===== src/rtl/load_store_unit.sv =====
// load_store_unit
//   Memory-access stage between the single-cycle datapath and a req/gnt/rvalid
//   data memory. It takes one load or store per request and issues word-aligned
//   memory transactions with byte enables. Load data comes back sign- or
//   zero-extended. While the access is in flight, stall holds the datapath.
//
//   Build option: define LSU_MISALIGNED_EN to split accesses that cross a word
//   boundary into two word transactions. If it is left undefined, such
//   accesses complete immediately with access_err and make no memory traffic.
//
// Ports
//   clk, reset_n             clock, asynchronous active-low reset
//   req_valid/req_store      access request, 1=store 0=load
//   req_funct3               RISC-V width/sign code
//   req_addr, req_wdata      byte address, right-aligned store data
//   stall                    datapath must hold this cycle
//   resp_valid/resp_rdata    completion pulse, extended load data (0 for stores/errors)
//   access_err               with resp_valid: illegal funct3 or unsupported misalignment
//   mem_req/mem_we/mem_addr/mem_be/mem_wdata   memory request channel
//   mem_gnt, mem_rvalid, mem_rdata             memory grant and read return
module load_store_unit (
    input  logic        clk,
    input  logic        reset_n,
    input  logic        req_valid,
    input  logic        req_store,
    input  logic [2:0]  req_funct3,
    input  logic [31:0] req_addr,
    input  logic [31:0] req_wdata,
    output logic        stall,
    output logic        resp_valid,
    output logic [31:0] resp_rdata,
    output logic        access_err,
    output logic        mem_req,
    output logic        mem_we,
    output logic [31:0] mem_addr,
    output logic [3:0]  mem_be,
    output logic [31:0] mem_wdata,
    input  logic        mem_gnt,
    input  logic        mem_rvalid,
    input  logic [31:0] mem_rdata
);

    typedef enum logic [2:0] {
        S_IDLE, S_REQ, S_WAIT, S_REQ2, S_WAIT2, S_DONE
    } state_t;

    state_t state, state_nx;

    logic        store_q, split_q, err_q;
    logic [2:0]  f3_q;
    logic [1:0]  off_q;
    logic [31:0] addr_q;
    logic [7:0]  mask_q;
    logic [63:0] wdata_q;
    logic [31:0] word0_q, word1_q;

    logic        in_illegal, in_cross, in_err, in_split;
    logic [7:0]  in_base, in_mask;
    logic [63:0] in_wdata;
    logic [63:0] joined;
    logic [31:0] shifted;

    // Decode of the incoming request (only consumed in IDLE)
    always_comb begin
        in_illegal = req_store ? (req_funct3 >= 3'd3)
                               : ((req_funct3 == 3'd3) || (req_funct3[2:1] == 2'b11));
        in_cross   = ((req_funct3[1:0] == 2'b01) && (req_addr[1:0] == 2'd3)) ||
                     ((req_funct3[1:0] == 2'b10) && (req_addr[1:0] != 2'd0));
        case (req_funct3[1:0])
            2'b00:   in_base = 8'h01;
            2'b01:   in_base = 8'h03;
            default: in_base = 8'h0F;
        endcase
        // Lane mask and data span two words; the upper half feeds the second transaction
        in_mask  = in_base << req_addr[1:0];
        in_wdata = {32'b0, req_wdata} << {req_addr[1:0], 3'b000};
`ifdef LSU_MISALIGNED_EN
        in_err   = in_illegal;
        in_split = in_cross & ~in_illegal;
`else
        in_err   = in_illegal | in_cross;
        in_split = 1'b0;
`endif
    end

    always_ff @(posedge clk or negedge reset_n) begin
        if (!reset_n) state <= S_IDLE;
        else          state <= state_nx;
    end

    always_comb begin
        state_nx = state;
        case (state)
            S_IDLE:  if (req_valid)  state_nx = in_err ? S_DONE : S_REQ;
            S_REQ:   if (mem_gnt)    state_nx = store_q ? (split_q ? S_REQ2 : S_DONE) : S_WAIT;
            S_WAIT:  if (mem_rvalid) state_nx = split_q ? S_REQ2 : S_DONE;
            S_REQ2:  if (mem_gnt)    state_nx = store_q ? S_DONE : S_WAIT2;
            S_WAIT2: if (mem_rvalid) state_nx = S_DONE;
            S_DONE:                  state_nx = S_IDLE;
            default:                 state_nx = S_IDLE;
        endcase
    end

    always_ff @(posedge clk or negedge reset_n) begin
        if (!reset_n) begin
            store_q <= 1'b0;
            split_q <= 1'b0;
            err_q   <= 1'b0;
            f3_q    <= '0;
            off_q   <= '0;
            addr_q  <= '0;
            mask_q  <= '0;
            wdata_q <= '0;
            word0_q <= '0;
            word1_q <= '0;
        end else begin
            if (state == S_IDLE && req_valid) begin
                store_q <= req_store;
                split_q <= in_split;
                err_q   <= in_err;
                f3_q    <= req_funct3;
                off_q   <= req_addr[1:0];
                addr_q  <= {req_addr[31:2], 2'b00};
                mask_q  <= in_mask;
                wdata_q <= req_store ? in_wdata : '0;
                word0_q <= '0;
                word1_q <= '0;
            end
            if (state == S_WAIT  && mem_rvalid) word0_q <= mem_rdata;
            if (state == S_WAIT2 && mem_rvalid) word1_q <= mem_rdata;
        end
    end

    // Load alignment: shift the two-word window down to the addressed byte
    always_comb begin
        joined  = {word1_q, word0_q} >> {off_q, 3'b000};
        shifted = joined[31:0];
    end

    always_comb begin
        stall      = 1'b0;
        resp_valid = 1'b0;
        resp_rdata = '0;
        access_err = 1'b0;
        mem_req    = 1'b0;
        mem_we     = 1'b0;
        mem_addr   = '0;
        mem_be     = '0;
        mem_wdata  = '0;
        case (state)
            // reset_n gate keeps stall low while reset is asserted
            S_IDLE: stall = req_valid & reset_n;
            S_REQ: begin
                stall     = 1'b1;
                mem_req   = 1'b1;
                mem_we    = store_q;
                mem_addr  = addr_q;
                mem_be    = mask_q[3:0];
                mem_wdata = wdata_q[31:0];
            end
            S_REQ2: begin
                stall     = 1'b1;
                mem_req   = 1'b1;
                mem_we    = store_q;
                mem_addr  = addr_q + 32'd4;
                mem_be    = mask_q[7:4];
                mem_wdata = wdata_q[63:32];
            end
            S_WAIT, S_WAIT2: stall = 1'b1;
            S_DONE: begin
                resp_valid = 1'b1;
                access_err = err_q;
                if (!store_q && !err_q) begin
                    case (f3_q)
                        3'b000:  resp_rdata = {{24{shifted[7]}}, shifted[7:0]};
                        3'b001:  resp_rdata = {{16{shifted[15]}}, shifted[15:0]};
                        3'b100:  resp_rdata = {24'b0, shifted[7:0]};
                        3'b101:  resp_rdata = {16'b0, shifted[15:0]};
                        default: resp_rdata = shifted;
                    endcase
                end
            end
            default: ;
        endcase
    end

endmodule


===== config.mk =====
export PLATFORM = sky130hd
export DESIGN_NAME = load_store_unit
export DESIGN_NICKNAME = d
export VERILOG_FILES = /design/src/rtl/load_store_unit.sv
export SDC_FILE = /design/constraint.sdc
export NUM_CORES = 1
export LEC_CHECK = 0
export ABC_AREA = 1
export BUFFER_PORTS_ARGS = -buffer_cell sky130_fd_sc_hd__buf_4
export CAP_MARGIN = 20
export CORE_AREA = 3 3 159 161
export CTS_CLUSTER_DIAMETER = 40
export CTS_CLUSTER_SIZE = 30
export DETAILED_ROUTE_END_ITERATION = 10
export DIE_AREA = 0 0 162 164
export GPL_ROUTABILITY_DRIVEN = 0
export GPL_TIMING_DRIVEN = 0
export SKIP_CTS_REPAIR_TIMING = 1
export SYNTH_ARGS = -nofsm -noshare
export SYNTH_HDL_FRONTEND = slang
export SYNTH_SLANG_ARGS = --single-unit

===== constraint.sdc =====
create_clock -name clk -period 2.15 [get_ports clk]
set_clock_uncertainty 0.15 [all_clocks]
set_input_delay 0.43 -clock clk [delete_from_list [all_inputs] [get_ports clk]]
set_output_delay 0.43 -clock clk [all_outputs]
set_load 0.01 [all_outputs]

==> impl_metrics.csv, run 1 <==
group,metric,value,unit
die,io_pins,210,
sta,grt_setup_unrepaired,"true",
drt,vias,11000,
power,powerDensity,1340,mW/mm^2
sta,setup_slack,-0.552,ns
synthesis,syn-instance-count,1366,
drt,wl_per_cell,19.7,microns
sta,tns,-35.67,ns
synthesis,avgSynthCellArea,7.02,sq um
die,fp-row-count,57,
layout,synthToLayoutAreaGrowth,51.5,%
grt,grt.busiest_layer,"met2",
cts,clock_path_buffers,2,
cts,cts_num_sinks,159,
critical_path,setup.worst_path.class,"flip-flop to primary output",
synthesis,netlist-cell-type-count,40,
die,core-area,0.0241,sq mm
layout,drive_gt1_share,37.9,%
cts,clkTransAtPathRegs,0.08,ns
drt,drc_errors,0,
grt,grt_start_max_net_pins,98,
drt,avgViaCountPerCell,5.49,
sta,report.final.slew_viol_count,0,
sta,fin_crit_sh,126,%
drt,dr.pass1.iters,6,
layout,fillCellCount,2173,
layout,diodes,0,
power,vdd_drop_max,0.000726,V
outcome,status,"finished, violations left",
synthesis,ys_warn_count,0,
sta,max-slew-margin-rel,52.3,%
synthesis,synthesis.area,0.00960,sq mm
die,dieArea,0.0266,sq mm
critical_path,cp-end-kind,"primary output",
die,start_util,39.8,%
grt,grt_overflow,0,
placement,hpwl,27.2,mm
sta,min_period,2.70,ns
grt,antenna_found_initial,0,
critical_path,startpoint_type,"flip-flop",
critical_path,cp_max_fo,8,
placement,pre_cts_slack,-0.252,ns
sta,worst_pin_slew,0.715,ns
grt,met3_usage,5.45,%
sta,hold_ws,-0.241,ns
run,maxCapViolCount,0,
layout,layout.nets,1766,
grt,track_usage,26.8,%
cts,cts_buffers,17,
grt,grt_pass1_wl,55.0,mm
sta,setup_viol,98,
die,dieWidth,162,microns
sta,hold_violations,62,
cts,cts_root_buffer,"clkbuf_16",
grt,grt_pass1_vias,9869,
synthesis,synth_sequential_area_ratio,41.5,%
drt,ant_nets,0,
placement,port_buffers,205,
worst_hold_path,hold_class,"primary input to asynchronous set/reset pin",
drt,drt-total-wl,39.4,mm
grt,use_met2,40.9,%
cts,h-tree-depth,4,
die,die_y,164,microns
sta,fmax,370,MHz
critical_path,arrival,2.12,ns
grt,use_met1,37.2,%
cts,cts_tree,"done",
outcome,violations,"hold timing, setup timing",
power,p_leak,6.86,nW
cts,insertion_delay,0.43,ns
synthesis,ys_ff_latch,159,
critical_path,required,1.57,ns
drt,drt_iter0_markers,1102,
[worst max-delay path: stages (launching register included)]
cell and delay (ns):
dfrtp_1 0.38, ha_2 0.20, nand2_2 0.08, nor2_4 0.17, nand2_2 0.11, nor2_4 0.30
nand3_2 0.09, nand2_1 0.07, nand2_1 0.06, nor2_2 0.10, buf_4 0.13
[kinds of logic after synthesis]
kind of cell,share of synthesized area (%)
AOI/OAI and AO/OA,18.5
other,0.0391
xor gates and xnor gates,0.274
adders and majority gates,0.130
DFF,41.5
buffers and inverters,12.4
and+or+nand+nor,27.2
[final cells by class]
cell class              count  area [sq um]  area share (%)
repair buffers            274          2490            17.1
plain buffers              84           707            4.86
flip-flops and latches    159          4000            27.5
clock inverters            15           163            1.12
inverters                 200           791            5.44
well taps                 324           405            2.79
multi-input cells         924          5560            38.2
clock buffers              17           425            2.93
[worst paths after layout]
kind | start | to | slack, ns | cells past startpoint
min in group clk | req_addr[19] | addr_q[19]$_DFFE_PN0P_ | 0.03 | 3
worst min-delay path | reset_n | word0_q[30]$_DFFE_PN0P_ | -0.24 | 1
max in group asynchronous | reset_n | addr_q[10]$_DFFE_PN0P_ | 1.18 | 2
worst min register to register | f3_q[0]$_DFFE_PN0P_ | f3_q[0]$_DFFE_PN0P_ | 0.36 | 2
worst max register to register | state[1]$_DFFE_PN0P_ | word1_q[15]$_DFFE_PN0P_ | 0.02 | 9
worst max-delay path | addr_q[2]$_DFFE_PN0P_ | mem_addr[18] | -0.55 | 10
[metal layers]
| layer | wire (microns) | share of wire (%) | vias to the layer above |
|---|---|---|---|
| met4 | 2020 | 5.1 | 0 |
| met5 | 0 | 0 | - |
| li1 | - | - | 5048 |
| met1 | 16400 | 42 | 5148 |
| met2 | 17500 | 44 | 638 |
| met3 | 3410 | 8.7 | 136 |
[report_power, final]
group	leakage, nW	switching, mW	internal (mW)
registers	2.07	0.980	4.34
logic	4.49	6.51	4.54
clock network	0.291	1.54	1.57
[cells in the mapped netlist]
master | count | area share (%)
nand3_2 | 2 | 0.21
and3_1 | 2 | 0.13
nand3_1 | 109 | 5.7
o31ai_2 | 1 | 0.13
nor3b_1 | 1 | 0.078
a21boi_0 | 1 | 0.078
nor3_1 | 9 | 0.47
inv_1 | 191 | 7.5
dfrtp_1 | 159 | 41
o21ai_1 | 9 | 0.47
o21bai_1 | 2 | 0.16
nor3_2 | 1 | 0.10
inv_4 | 1 | 0.065
o31ai_1 | 1 | 0.078
or2_2 | 20 | 1.3
buf_4 | 16 | 1.3
clkbuf_1 | 37 | 1.4
o211ai_1 | 32 | 2.5
nor2_1 | 72 | 2.8
inv_2 | 7 | 0.27
a21oi_1 | 24 | 1.3
o21a_1 | 9 | 0.70
nor2_4 | 2 | 0.23
o2bb2ai_1 | 7 | 0.64
ha_1 | 1 | 0.13
buf_1 | 2 | 0.078
nand2_1 | 385 | 15
xor2_1 | 3 | 0.27
nor3_4 | 3 | 0.51
buf_2 | 25 | 1.3
o21ai_0 | 133 | 6.9
nand2_2 | 4 | 0.26
nor4_1 | 1 | 0.065
buf_6 | 4 | 0.47
clkinv_1 | 1 | 0.039
a22o_1 | 1 | 0.091
nand2_4 | 1 | 0.12
nand4_1 | 3 | 0.20
o22ai_1 | 83 | 5.4
conb_1 | 1 | 0.039
[registers in the layout (all words and copies together), names as in the netlist]
register,flops
off_q,2
store_q,1
mask_q,7
addr_q,30
word0_q,32
err_q,1
word1_q,24
wdata_q,56
f3_q,3
state,3
[stage by stage]
step           utilization (%)  instance area [sq um]  hold slack (ns)  cells  power, mW
3_5_place_dp              48.0                  11600            0.256   1897       12.6
5_1_grt                   60.3                  14500           -0.208   1997       20.5
2_1_floorplan                -                   9600          -0.0156   1367       9.63
4_1_cts                   50.5                  12200           -0.206   1929       15.7
3_3_place_gp              47.9                  11500            0.322   1896       12.5
6_report                  60.3                  14500           -0.241   1997       19.5
[cells in the final DEF (no fill, tap or decap), drive strengths merged]
master / netlist / final
a21boi: 1 / 1
a21oi: 24 / 24
a22o: 1 / 1
and3: 2 / 2
buf: 47 / 321
clkbuf: 37 / 54
clkinv: 1 / 8
conb: 1 / 2
dfrtp: 159 / 159
ha: 1 / 1
inv: 199 / 207
nand2: 390 / 390
nand3: 111 / 111
nand4: 3 / 3
nor2: 74 / 74
nor3: 13 / 13
nor3b: 1 / 1
nor4: 1 / 1
o211ai: 32 / 32
o21a: 9 / 9
o21ai: 142 / 142
o21bai: 2 / 2
o22ai: 83 / 83
o2bb2ai: 7 / 7
o31ai: 2 / 2
or2: 20 / 20
xor2: 3 / 3
Power figures use the tool's default switching activity.
==> run 2, diff against run 1 <==
clock period = 3.5 ns   (was 2.15 ns; I/O delays follow)
==> run 2 against run 1 <==
  * The run now ends clean
  * First-iteration DRC count down 16%
  * Wire length down 8.8%
  * Clock power down 39%
  * Cell area down 16%
  * Sequential power down 40%
  * Worst setup slack better by 0.85 ns
  * Largest power group unchanged
==> impl_metrics.csv, run 2 (synthesis results as in run 1) <==
group,metric,value,unit
outcome,status,"finished, final reports clean",
layout,drive_gt1_share,20.2,%
grt,grt_pass1_vias,9869,
critical_path,reg2reg_to,"word0_q[29]$_DFFE_PN0P_",
drt,drt-total-wl,35.9,mm
drt,top_layer_used,"met4",
layout,largest_reg_flops,56,
drt,wl_per_cell,18.6,microns
sta,grt_setup_unrepaired,"false",
drt,ant_nets,0,
placement,port_buffers,205,
cts,cts_buffers,17,
sta,report.final.slew_viol_count,0,
die,die_y,164,microns
cts,clock_path_buffers,2,
placement,hpwl,27.2,mm
critical_path,reg2reg_from,"state[1]$_DFFE_PN0P_",
die,start_util,39.8,%
layout,top_regs,"wdata_q x56, word0_q x32, addr_q x30",
layout,seqCellArea,0.00398,sq mm
sta,hold_violations,0,
critical_path,setup.worst_path.class,"flip-flop to primary output",
sta,hold_ws,0.0397,ns
critical_path,crit_start,"state[2]$_DFFE_PN0P_",
layout,fillCellCount,2500,
die,io_pins,210,
cts,cts_root_buffer,"clkbuf_16",
layout,finalNonFillerCells,1929,
die,fp-row-count,57,
drt,wl_met2,15.8,mm
grt,antenna_found_initial,0,
layout,layout.nets,1698,
grt,track_usage,26.8,%
critical_path,startpoint_type,"flip-flop",
placement,dpl.cell_count,1897,
critical_path,cp-end-kind,"primary output",
sta,setup_viol,0,
sta,min_period,3.20,ns
layout,multi_input_area,0.00443,sq mm
die,dieArea,0.0266,sq mm
power,p_leak,6.08,nW
sta,fmax,312,MHz
cts,insertion_delay,0.43,ns
critical_path,regToRegSetupSlack,1.37,ns
critical_path,required,2.65,ns
critical_path,cp_max_fo,10,
layout,largest-register,"wdata_q",
drt,drt_iter0_markers,927,
layout,diodes,0,
worst_hold_path,hold_class,"primary input to asynchronous set/reset pin",
sta,max-slew-margin-rel,54.4,%
layout,synthToLayoutAreaGrowth,26.8,%
grt,grt_start_max_net_pins,98,
drt,wl_met3,3.29,mm
die,core-area,0.0241,sq mm
drt,wl_met1,15.4,mm
power,powerDensity,795,mW/mm^2
power,vdd_drop_max,0.000429,V
drt,dr.pass1.iters,5,
critical_path,r2r_cells,8,
layout,mostFrequentLayoutCell,"nand2_1",
sta,worst_pin_slew,0.684,ns
cts,clkTransAtPathRegs,0.08,ns
layout,mostFrequentLayoutCells,"nand2_1, buf_4, inv_1",
critical_path,arrival,2.35,ns
drt,drc_errors,0,
sta,fin_crit_sh,91.5,%
drt,avgViaCountPerCell,5.32,
critical_path,cp-endpoint,"mem_be[2]",
cts,h-tree-depth,4,
grt,grt_overflow,0,
cts,cts_tree,"done",
drt,vias,10300,
cts,cts_num_sinks,159,
die,dieWidth,162,microns
grt,grt_pass1_wl,55.0,mm
run,maxCapViolCount,0,
## run 2: layout make-up
class,instances,share of cell area (%)
Sequential cell,159,32.7
Clock buffer,17,3.50
Tap cell,324,3.33
Multi-Input combinational cell,924,36.4
Buffer,84,3.59
Timing Repair Buffer,206,12.9
Inverter,200,6.19
Clock inverter,15,1.34
## run 2: how the worst min path moves through the flow
stage	start	endpoint	slack, ns	cells after the start
global route	reset_n	word0_q[30]$_DFFE_PN0P_	0.07	1
finish	reset_n	word0_q[30]$_DFFE_PN0P_	0.04	1
global placement	mask_q[1]$_DFFE_PN0P_	mask_q[1]$_DFFE_PN0P_	0.32	2
floorplan	reset_n	addr_q[10]$_DFFE_PN0P_	0.25	0
detailed placement	mask_q[4]$_DFFE_PN0P_	mask_q[4]$_DFFE_PN0P_	0.34	2
CTS	reset_n	word1_q[20]$_DFFE_PN0P_	0.06	1
## run 2: metrics by stage
step / util, % / instance area (sq um) / setup TNS (ns) / worst slack [ns] / power, mW
2_1_floorplan: - / 9600 / 0 / 1.27 / 5.92
3_3_place_gp: 47.9 / 11500 / -0.151 / -0.151 / 7.66
3_5_place_dp: 48.0 / 11600 / 0 / 0.828 / 7.72
4_1_cts: 50.5 / 12200 / 0 / 0.324 / 9.64
5_1_grt: 50.5 / 12200 / 0 / 0.124 / 10.3
6_report: 50.5 / 12200 / 0 / 0.296 / 9.67
## run 2: power breakdown
part / switching [mW] / total, mW / internal, mW
clock network: 0.929 / 1.89 / 0.962
logic: 2.96 / 4.59 / 1.63
registers: 0.553 / 3.20 / 2.64
## run 2: metal layers
layer | GRT usage (%) | vias to the layer above
met5 | 0 | -
met4 | 11.1 | 0
met3 | 5.45 | 87
met2 | 40.9 | 541
met1 | 37.2 | 4726
li1 | - | 4903
## run 2: worst max-delay path, stage by stage, from the launching register on
cell      delay (ns)
dfrtp_1         0.37
buf_4           0.18
nor3_1          0.26
inv_2           0.17
clkbuf_1        0.32
o22ai_1         0.42
buf_4           0.20
==> run 3, diff against run 2 <==
CORE_AREA = 2 2 158 160   (was 3 3 159 161)
DIE_AREA = 0 0 160 162   (was 0 0 162 164)
PLACE_DENSITY = 0.62   (was default)
==> run 3 against run 2 <==
  * Sequential power about the same
  * Sequential share of layout area shrank 0.074 points
  * Cell area up 0.23%
  * Critical path type unchanged
  * Count of clock-buffer cells in the layout unchanged
  * Clock power increased by 4%
  * Hold slack got worse by 0.012 ns
  * Global-route usage increased by 0.84 points
  * First-iteration DRC count up 4.7%
  * Register-to-register slack better by 0.05 ns
  * Worst setup slack improved by 0.014 ns
  * Fmax grew 0.43%
  * Critical endpoint unchanged
==> impl_metrics.csv, run 3 (synthesis results as in run 1) <==
group,metric,value,unit
cts,cts_num_sinks,159,
sta,max-slew-margin-rel,50.5,%
run,maxCapViolCount,0,
placement,pre_cts_slack,0.827,ns
grt,grt_start_max_net_pins,107,
placement,port_buffers,205,
die,core-area,0.0241,sq mm
placement,hpwl,26.9,mm
layout,largest_reg_flops,56,
grt,grt_pass1_vias,9880,
layout,diodes,0,
critical_path,cp_slowest_cell,"dfrtp_1",
layout,synthToLayoutAreaGrowth,27.1,%
critical_path,worst_path_largest_cell_delay,0.45,ns
sta,hold_violations,0,
power,powerDensity,800,mW/mm^2
die,fp-row-count,57,
layout,multi_input_area,0.00443,sq mm
die,dieWidth,160,microns
critical_path,startpoint_type,"flip-flop",
critical_path,setup.worst_path.class,"flip-flop to primary output",
placement,placed_cell_area,0.0116,sq mm
critical_path,required,2.65,ns
layout,mostFrequentLayoutCell,"nand2_1",
outcome,status,"finished, final reports clean",
sta,setup_viol,0,
critical_path,arrival,2.34,ns
cts,cts_root_buffer,"clkbuf_16",
sta,setup_slack,0.310,ns
critical_path,cp_max_fo,10,
critical_path,crit_family,"buffers and inverters",
grt,antenna_found_initial,0,
drt,drt_iter0_markers,971,
critical_path,cp-end-kind,"primary output",
drt,drt-total-wl,35.7,mm
drt,dr.pass1.iters,5,
layout,layout.nets,1698,
sta,min_period,3.19,ns
worst_hold_path,hold_class,"primary input to asynchronous set/reset pin",
die,die_y,162,microns
drt,wl_per_cell,18.5,microns
grt,grt_pass1_wl,55.3,mm
layout,fillCellCount,2469,
cts,h-tree-depth,4,
sta,hold_ws,0.0277,ns
cts,insertion_delay,0.43,ns
die,dieArea,0.0259,sq mm
power,p_leak,6.10,nW
drt,ant_nets,0,
layout,drive_gt1_share,20.2,%
sta,report.final.slew_viol_count,0,
critical_path,cp_common_cell,"inv_2",
grt,track_usage,27.6,%
die,io_pins,210,
drt,avgViaCountPerCell,5.40,
critical_path,path_buf_inv,4,
layout,top_regs,"wdata_q x56, word0_q x32, addr_q x30",
die,start_util,39.8,%
cts,cts_buffers,17,
cts,clkTransAtPathRegs,0.08,ns
grt,grt_overflow,0,
cts,cts_tree,"done",
power,vdd_drop_max,0.000393,V
sta,fin_crit_sh,91.2,%
layout,finish.instance_area,0.0122,sq mm
drt,drc_errors,0,
drt,vias,10400,
sta,fmax,313,MHz
layout,largest-register,"wdata_q",
sta,worst_pin_slew,0.742,ns
critical_path,cp_cell_sequence,"inv_2 > nor3_1 > inv_2 > clkbuf_1 > o22ai_1 > buf_4",
sta,grt_setup_unrepaired,"false",
power,power,9.75,mW
layout,seqCellArea,0.00398,sq mm
cts,clock_path_buffers,2,
layout,mostFrequentLayoutCells,"nand2_1, buf_4, inv_1",
run 3: cell types whose count changed in the layout (fill, tap and decap cells not counted):
cell       delta
inv_6         -2
clkinv_2      -1
inv_8         +1
clkinv_4      +1
bufinv_16     +1
run 3: worst reg2reg max path, cell delays in order (launching register included):
cell and delay, ns:
dfrtp_1 0.38, buf_6 0.14, inv_4 0.11, nand2_4 0.08, nor2_4 0.13, nand2_2 0.19, nand2_1 0.28, buf_2 0.35
o22ai_1 0.13
run 3: worst paths after layout:
| check | start | to | slack (ns) | depth (start not counted) |
|---|---|---|---|---|
| max | state[0]$_DFFE_PN0P_ | mem_be[2] | 0.31 | 6 |
| max in group asynchronous | reset_n | addr_q[27]$_DFFE_PN0P_ | 2.27 | 2 |
| min reg2reg | mask_q[1]$_DFFE_PN0P_ | mask_q[1]$_DFFE_PN0P_ | 0.34 | 2 |
| min in group clk | req_addr[16] | addr_q[16]$_DFFE_PN0P_ | 0.31 | 3 |
| max reg2reg | state[1]$_DFFE_PN0P_ | word0_q[10]$_DFFE_PN0P_ | 1.42 | 8 |
| min | reset_n | word1_q[20]$_DFFE_PN0P_ | 0.03 | 1 |
run 3: layout make-up:
cell class	count	area share, %
timing repair buffer	206	12.9
tap	324	3.32
sequential	159	32.6
buffer	84	3.58
inverter	200	6.18
clock buffer	17	3.49
multi-input combinational	924	36.3
clock inverter	15	1.56
run 3: metal layers:
metal	GRT usage, %	wire, microns	vias to the layer above
li1	-	-	4904
met4	13.0	1550	0
met1	38.6	15600	4850
met2	42.1	15600	583
met3	4.47	2990	86
met5	0	0	-
run 3: stage by stage:
| step | setup TNS [ns] | std cells | util [%] |
|---|---|---|---|
| 6_report | 0 | 1929 | 50.6 |
| 5_1_grt | 0 | 1929 | 50.6 |
| 2_1_floorplan | 0 | 1367 | - |
| 3_5_place_dp | 0 | 1897 | 48.0 |
| 4_1_cts | 0 | 1929 | 50.6 |
| 3_3_place_gp | -0.124 | 1896 | 47.9 |
run 3: power breakdown:
group | switching (mW) | internal (mW)
Combinational | 2.97 | 1.63
Sequential | 0.548 | 2.64
Clock | 0.926 | 1.04
Total | 4.45 | 5.31
